`config.mk`:
```
export PLATFORM = sky130hd
export DESIGN_NAME = cdb_arbiter_flat
export DESIGN_NICKNAME = d
export VERILOG_FILES = /design/src/rtl/cdb_arbiter_if.sv /design/src/rtl/cdb_arbiter.sv /design/src/flat_wrapper.sv
export SDC_FILE = /design/constraint.sdc
export NUM_CORES = 1
export LEC_CHECK = 0
export CAP_MARGIN = 20
export CORE_MARGIN = 10
export CORE_UTILIZATION = 38
export CTS_BUF_LIST = sky130_fd_sc_hd__clkbuf_4
export DETAILED_ROUTE_END_ITERATION = 8
export GPL_TIMING_DRIVEN = 0
export PLACE_DENSITY = 0.87
export SLEW_MARGIN = 20
export SYNTH_ARGS = -nofsm -noshare
export SYNTH_HDL_FRONTEND = slang
export SYNTH_SLANG_ARGS = --single-unit
export TNS_END_PERCENT = 30
```
`constraint.sdc`:
```
create_clock -name clk -period 8.3 [get_ports clk]
set_input_delay 1.66 -clock clk [delete_from_list [all_inputs] [get_ports clk]]
set_output_delay 1.66 -clock clk [all_outputs]
set_load 0.005 [all_outputs]
```
`src/rtl/cdb_arbiter_if.sv`:
```
// Common-data-bus arbiter bus bundle: unit requests in, grant and broadcast out.
// master = requesting side (execution units), slave = arbiter side.
interface cdb_arbiter_if #(
  parameter int unsigned NUM_REQ = 3,
  parameter int unsigned LOCK_W  = 5,
  parameter int unsigned DATA_W  = 32
);
  localparam int unsigned SRC_W = $clog2(NUM_REQ);

  logic [NUM_REQ-1:0]        req_valid;
  logic [NUM_REQ*LOCK_W-1:0] req_index;
  logic [NUM_REQ*DATA_W-1:0] req_result;
  logic [NUM_REQ-1:0]        grnt;
  logic                      cdb_valid;
  logic [LOCK_W-1:0]         cdb_index;
  logic [DATA_W-1:0]         cdb_result;
  logic [SRC_W-1:0]          cdb_src;

  modport master (
    output req_valid, req_index, req_result,
    input  grnt, cdb_valid, cdb_index, cdb_result, cdb_src
  );

  modport slave (
    input  req_valid, req_index, req_result,
    output grnt, cdb_valid, cdb_index, cdb_result, cdb_src
  );
endinterface

```
`src/rtl/cdb_arbiter.sv`:
```
// Round-robin common-data-bus arbiter. Grants one ready unit per cycle
// (combinationally) and broadcasts the winner's lock index and result on the
// following cycle. Units retire their granted entry on the same edge.
module cdb_arbiter #(
  parameter int unsigned NUM_REQ = 3,
  parameter int unsigned LOCK_W  = 5,
  parameter int unsigned DATA_W  = 32,
  parameter int unsigned NO_LOCK = 0
) (
  input logic         clk,
  input logic         rst,
  cdb_arbiter_if.slave bus
);
  localparam int unsigned SRC_W  = $clog2(NUM_REQ);
  localparam int unsigned CAND_W = SRC_W + 1;
  localparam logic [LOCK_W-1:0] NoLockIdx = LOCK_W'(NO_LOCK);
  localparam logic [SRC_W-1:0]  LastPort  = SRC_W'(NUM_REQ - 1);
  localparam logic [CAND_W-1:0] NumReqC   = CAND_W'(NUM_REQ);

  logic [SRC_W-1:0]  last_q, last_d;
  logic              cdb_valid_q, cdb_valid_d;
  logic [LOCK_W-1:0] cdb_index_q, cdb_index_d;
  logic [DATA_W-1:0] cdb_result_q, cdb_result_d;
  logic [SRC_W-1:0]  cdb_src_q, cdb_src_d;

  logic               grant_found;
  logic [SRC_W-1:0]   grant_idx;
  logic [CAND_W-1:0]  cand;
  logic [NUM_REQ-1:0] grnt;
  logic [LOCK_W-1:0]  sel_index;
  logic [DATA_W-1:0]  sel_result;

  // Rotating-priority search starting just after the last winner, ending at it.
  // The extra candidate bit lets the wrap work for non-power-of-two NUM_REQ.
  always_comb begin
    grant_found = 1'b0;
    grant_idx   = '0;
    cand        = '0;
    for (int unsigned k = 1; k <= NUM_REQ; k++) begin
      cand = {1'b0, last_q} + CAND_W'(k);
      if (cand >= NumReqC) cand = cand - NumReqC;
      if (!grant_found && bus.req_valid[cand[SRC_W-1:0]]) begin
        grant_found = 1'b1;
        grant_idx   = cand[SRC_W-1:0];
      end
    end
    // A grant during reset would make a unit retire an entry that is never broadcast.
    if (rst) begin
      grant_found = 1'b0;
      grant_idx   = '0;
    end
  end

  // One-hot grant decode.
  always_comb begin
    grnt = '0;
    if (grant_found) grnt[grant_idx] = 1'b1;
  end

  assign sel_index  = bus.req_index[grant_idx*LOCK_W +: LOCK_W];
  assign sel_result = bus.req_result[grant_idx*DATA_W +: DATA_W];

  // Next broadcast: winner's data, or an idle bus that keeps result/src/pointer.
  always_comb begin
    last_d       = last_q;
    cdb_valid_d  = 1'b0;
    cdb_index_d  = NoLockIdx;
    cdb_result_d = cdb_result_q;
    cdb_src_d    = cdb_src_q;
    if (grant_found) begin
      last_d       = grant_idx;
      cdb_result_d = sel_result;
      cdb_src_d    = grant_idx;
      // A NO_LOCK entry is drained without being broadcast.
      if (sel_index != NoLockIdx) begin
        cdb_valid_d = 1'b1;
        cdb_index_d = sel_index;
      end
    end
  end

  // Pointer and broadcast registers; reset makes port 0 the first winner.
  always_ff @(posedge clk or posedge rst) begin
    if (rst) begin
      last_q       <= LastPort;
      cdb_valid_q  <= 1'b0;
      cdb_index_q  <= NoLockIdx;
      cdb_result_q <= '0;
      cdb_src_q    <= '0;
    end else begin
      last_q       <= last_d;
      cdb_valid_q  <= cdb_valid_d;
      cdb_index_q  <= cdb_index_d;
      cdb_result_q <= cdb_result_d;
      cdb_src_q    <= cdb_src_d;
    end
  end

  assign bus.grnt       = grnt;
  assign bus.cdb_valid  = cdb_valid_q;
  assign bus.cdb_index  = cdb_index_q;
  assign bus.cdb_result = cdb_result_q;
  assign bus.cdb_src    = cdb_src_q;
endmodule

```
`src/flat_wrapper.sv`:
```
// flat-port wrapper written by rule: the top's interface ports become plain ports
module cdb_arbiter_flat 
#(
  parameter int unsigned NUM_REQ = 3,
  parameter int unsigned LOCK_W  = 5,
  parameter int unsigned DATA_W  = 32,
  parameter int unsigned NO_LOCK = 0
)
  (clk, rst, bus_req_valid, bus_req_index, bus_req_result, bus_grnt, bus_cdb_valid, bus_cdb_index, bus_cdb_result, bus_cdb_src);
  cdb_arbiter_if #(.NUM_REQ(NUM_REQ), .LOCK_W(LOCK_W), .DATA_W(DATA_W)) bus_i ();
  input logic clk;
  input logic rst;
  input wire logic [$bits(bus_i.req_valid)-1:0] bus_req_valid;
  input wire logic [$bits(bus_i.req_index)-1:0] bus_req_index;
  input wire logic [$bits(bus_i.req_result)-1:0] bus_req_result;
  output wire logic [$bits(bus_i.grnt)-1:0] bus_grnt;
  output wire logic [$bits(bus_i.cdb_valid)-1:0] bus_cdb_valid;
  output wire logic [$bits(bus_i.cdb_index)-1:0] bus_cdb_index;
  output wire logic [$bits(bus_i.cdb_result)-1:0] bus_cdb_result;
  output wire logic [$bits(bus_i.cdb_src)-1:0] bus_cdb_src;
  assign bus_i.req_valid = bus_req_valid;
  assign bus_i.req_index = bus_req_index;
  assign bus_i.req_result = bus_req_result;
  assign bus_grnt = bus_i.grnt;
  assign bus_cdb_valid = bus_i.cdb_valid;
  assign bus_cdb_index = bus_i.cdb_index;
  assign bus_cdb_result = bus_i.cdb_result;
  assign bus_cdb_src = bus_i.cdb_src;
  cdb_arbiter #(.NUM_REQ(NUM_REQ), .LOCK_W(LOCK_W), .DATA_W(DATA_W), .NO_LOCK(NO_LOCK)) u_core (.clk(clk), .rst(rst), .bus(bus_i));
endmodule
```
# [After elaboration in Yosys (flattened, before gate mapping)]
# Cells that the tools add are included.
[word_totals] register_bits=42 in_bits=116 out_inout_bits=43 word_cells=52
[classes] n_addsub=6 multipliers=1 magnitude_cmp=8 shifts=2 n_mux=24 reduce_logical=6
[op_table] cell="variable part select 96 x 8 -> 32 bit" n=1
[op_table] cell="variable part select 15 x 6 -> 5 bit" n=1
[op_table] cell="2-to-1 mux 2 bit" n=7
[op_table] cell="< comparator 2 x 3 -> 1 bit, second input constant" n=4
[op_table] cell="2-to-1 mux 1 bit" n=10
[op_table] cell="2-to-1 mux 5 bit" n=2
[op_table] cell=">= comparator 3 x 2 -> 1 bit, second input constant" n=3
[op_table] cell="adder 2 x 2 -> 3 bit, second input constant" n=2
[op_table] cell="binary-select mux 1 bit (select 2 bit)" n=3
[op_table] cell="subtractor 2 bit, second input constant" n=3
[op_table] cell="multiplier 2 x 3 -> 5 bit, second input constant" n=1
[op_table] cell="nonzero test 5 bit" n=1
[op_table] cell="adder 2 x 1 -> 3 bit, second input constant" n=1
[op_table] cell="logical AND 1 bit" n=3
[op_table] cell="2-to-1 mux 3 bit" n=1
[op_table] cell="demux 1 bit (select 2 bit)" n=1
[op_table] cell=">= comparator 2 x 1 -> 1 bit, second input constant" n=1
[op_table] cell="zero test 1 bit" n=2

# [Longest topological paths before layout]
[logic_depth] depth_word=18 ltp_mapped=12 depth_no_buf=9

# [Worst setup path before layout]
# Ideal clock, no wire load.
[synth_timing] kind="input to output" start="in rst" end="out bus_grnt[2]" arrival_time_ps=3560 required_ps=6640 path_slack_ps=3080 cell_stages=6 n_path_buf=2 cell_sequence="inv_1 -> o2111ai_1 -> and2_1 -> buf_2 -> inv_2 -> clkbuf_1"
[synth_via] elab_chain_cells=6 word_cells_on_any_way=8 cone_classes="2 x order compare; 5 x mux; 1 x reduce/logical"
[synth_lines] item="start: declaration" line_no="flat_wrapper.sv:12" text="input logic rst;"
[synth_lines] item="2-to-1 mux 2 bit" line_no="cdb_arbiter.sv:48" text="if (rst) begin"
[synth_lines] item="< comparator 2 x 3 -> 1 bit (implied by the code) or >= comparator 2 x 1 -> 1 bit (tied branches)" line_no="cdb_arbiter.sv:57" text="if (grant_found) grnt[grant_idx] = 1'b1;"
[synth_lines] item="logical AND 1 bit (implied by the code)" line_no="cdb_arbiter.sv:57"
[synth_lines] item="2-to-1 mux 1 bit (implied by the code)" line_no="cdb_arbiter.sv:57"
[synth_lines] item="demux 1 bit (select 2 bit)"
[synth_lines] item="2-to-1 mux 3 bit *" line_no="cdb_arbiter.sv:57"
[synth_lines] item="end: declaration" line_no="flat_wrapper.sv:16" text="output wire logic [$bits(bus_i.grnt)-1:0] bus_grnt;"
# Every way passes the cells marked *; elsewhere a longest branch is shown, timed or not.

# [Worst setup path after layout]
# Ends and elaborated chain as after synthesis.

==> out/results.ini <==
[pwr]
clkPwrFrac=0.086
internal_power_w=0.0007409
seq_power_share=0.303
p_sw_w=0.0004280
cellLeakagePower_nw=1.620
powerDensity_nw_per_um2=297.6
max-vdd-ir-drop_uv=146.2
sw_frac_of_total=0.3661
pwr-share-comb=0.610
power_w=0.001169

[routing]
vias=2371
wirelength_mm=8.915
drc_errors=0
routedWlPerCell_um=20.12
drtIter0Drc=54
vias_per_cell=5.352
first_pass_iters=4
postRouteAntennaNets=0

[final_layout]
final_nets=489
most-common-layout-cells=158 x clkdlybuf4s50_1, 40 x dfrtp_1, 32 x a22o_1
final_common_cell=clkdlybuf4s50_1
finalNonFillerCells=443
final_area_sq_um=3928
diodes=0
drive_gt1_frac=0.08895
fillers=445
synthToLayoutAreaGrowth_pct=80.09

[logic_synthesis]
synthCells=204
syn_area_sq_um=2181
synth_flop_cell=dfrtp_1
async_flop_share=1.000
synth-edff-count=0
avgSynthCellArea_sq_um=10.69
synth_top_area_share=0.4590
synth_compound_area_frac=0.3465
synth_cell_types=40
syn-num-nets=323
yosys_warnings=0
synth_fa_ha_area_frac=0.01721
synth_top_family_by_area=compound AO/OA/AOI/OAI gates
yosysTopAreaCell=dfrtp_1
synthTopCellsByArea=dfrtp_1 46%, a22o_1 13%, a221o_1 9.6%
ys_seq_area_frac=0.4710
synth_simple_gate_area_frac=0.09065
synth-xor-area-share=0
synthMuxAreaShare=0.01434
ys_ff_latch=41

[setup_path]
worstRegToRegCells=10
crit_start=rst
arrival_ps=4400
cp_slowest_stage_delay_ps=600
crit_fanout=24
cp_top_family=buffers and inverters
reg2reg_to=u_core.bus.cdb_result[9]
path_cells=clkdlybuf4s50_1 -> inv_2 -> buf_12 -> o2111ai_1 -> and2_1 -> buf_2 -> inv_2 -> clkbuf_1 -> clkdlybuf4s50_1
crit_buf_inv=7
required_ps=6640
crit-reg2reg-launch=u_core.bus.cdb_src[0]
start_kind=input port
cp_slowest_cell=clkdlybuf4s50_1
path_class=in -> out
rrSetupSlack_ps=5530
cp-end-kind=output port

[cts]
clkSinkCount=41
numCtsBuffers=5
ctsResizeCount=0
postCtsSetupBuffers=0
clk_path_buf_depth=2
clock_latency_ps=350
ctsHoldBuffers=0
htree_levels=2
cts.clk_slew.worst_paths_ps=120
cts-root-buf=clkbuf_4
cts_tree=yes

[global_routing]
grt_start_max_net_pins=25
grt_pass1_wl_mm=13.41
grt_usage=0.1863
gr-total-overflow=0
antenna_found_initial=0
grt_pass1_vias=2608

[die]
die_y_um=95.76
design.die.area_sq_um=9169
num_rows=27
pin_count=159
coreArea_sq_um=5540
start_util=0.3936
die_x_um=95.76

[placed_design]
placed_area_sq_um=3872
hpwl_mm=7.178
gp_congestion=0.8000
port_buffers=158
placed_cells=435

[hold_path]
hold_path.class=reg -> reg
holdCritStartpoint=u_core.last_q[1]
min_to=u_core.last_q[1]
worstHoldPathCells=2

[sta]
hold_violations=0
setup_viol=0
fin_hold_ws_ps=493.9
fmax_mhz=164.9
worstMarginPinSlew_ps=491.4
skew_ps=11.33
setup_tns_ps=0
maxSlewHeadroom=0.6724
min_period_over_period=0.7307
rsz0062_at_grt=false
slew_viol_final=0
period_minus_slack_ps=6065

[run_status]
status=finished clean

[flow_run]
drv_cap=0

-- metrics by stage --
step	setup WS, ps	utilization
final	2235	0.7089
after detailed placement	2204	0.6990
after global placement	1423	0.6953
after global routing	1966	0.7089
after CTS	2193	0.7089
after floorplan	3080	-
-- cell families (layout without fill, tap and decap cells) --
group           after synthesis  in the layout
compound gates               94             94
fa+ha+maj                     3              3
buf+inv                      22            189
flops                        41             41
mux                           3              3
simple gates                 41             41
-- Yosys cell counts (2+ instances only) --
master,instances
nor2_2,2
nand2_1,19
a221o_1,21
a21oi_1,13
o21bai_1,2
o21ai_1,11
nor3b_1,2
o21ai_0,3
nor2_1,5
buf_2,7
nand2b_1,3
buf_4,4
o22ai_1,4
a22o_1,32
inv_1,3
dfrtp_1,40
buf_6,3
mux2i_1,2
clkbuf_1,2
nor3_1,4
ha_1,3
-- power groups by stage --
stage	clock (W)	combinational, W	sequential, W
6_report	0.000101	0.000713	0.000354
5_1_grt	0.000113	0.000780	0.000366
4_1_cts	0.000105	0.000725	0.000355
3_5_place_dp	0	0.000723	0.000356
3_3_place_gp	0	0.000697	0.000353
2_1_floorplan	0	0.000356	0.000358
-- worst min-delay path: cells and delay by family, from the launching register on --
family	cells	cell delay, ps
flops	1	400
simple gates	2	110
-- state kept, by name (all words and copies together) (netlist names) --
signal and flops:
u_core.bus.cdb_src 2, u_core.bus.cdb_result 32, u_core.bus.cdb_index 5, u_core.bus.cdb_valid 1, u_core.last_q 1
-- worst max path at each step --
stage	endpoint	slack (ps)	cells past startpoint
after global routing	bus_grnt[2]	1970	9
after floorplan	bus_grnt[2]	3080	6
final	bus_grnt[2]	2240	9
after global placement	bus_grnt[2]	1420	8
after detailed placement	bus_grnt[2]	2200	9
after CTS	bus_grnt[2]	2190	9
-- area by class of cell --
type | count | area [sq um] | area share
Buffer | 17 | 110.1 | 0.02803
Tap cell | 72 | 90.09 | 0.02294
Timing Repair Buffer | 159 | 1602 | 0.4078
Clock inverter | 3 | 17.52 | 0.004460
Multi-Input combinational cell | 141 | 1022 | 0.2603
Clock buffer | 5 | 37.54 | 0.009557
Sequential cell | 41 | 1027 | 0.2615
Inverter | 5 | 21.27 | 0.005416
-- layer usage --
metal  vias up  global-route usage  share of wire
li1       1127                   -              -
met1      1136              0.1955           0.36
met2       104              0.3352           0.52
met3         4             0.08560           0.11
met4         0             0.03808         0.0067
met5         -                   0              0
Power figures use the tool's default switching activity.
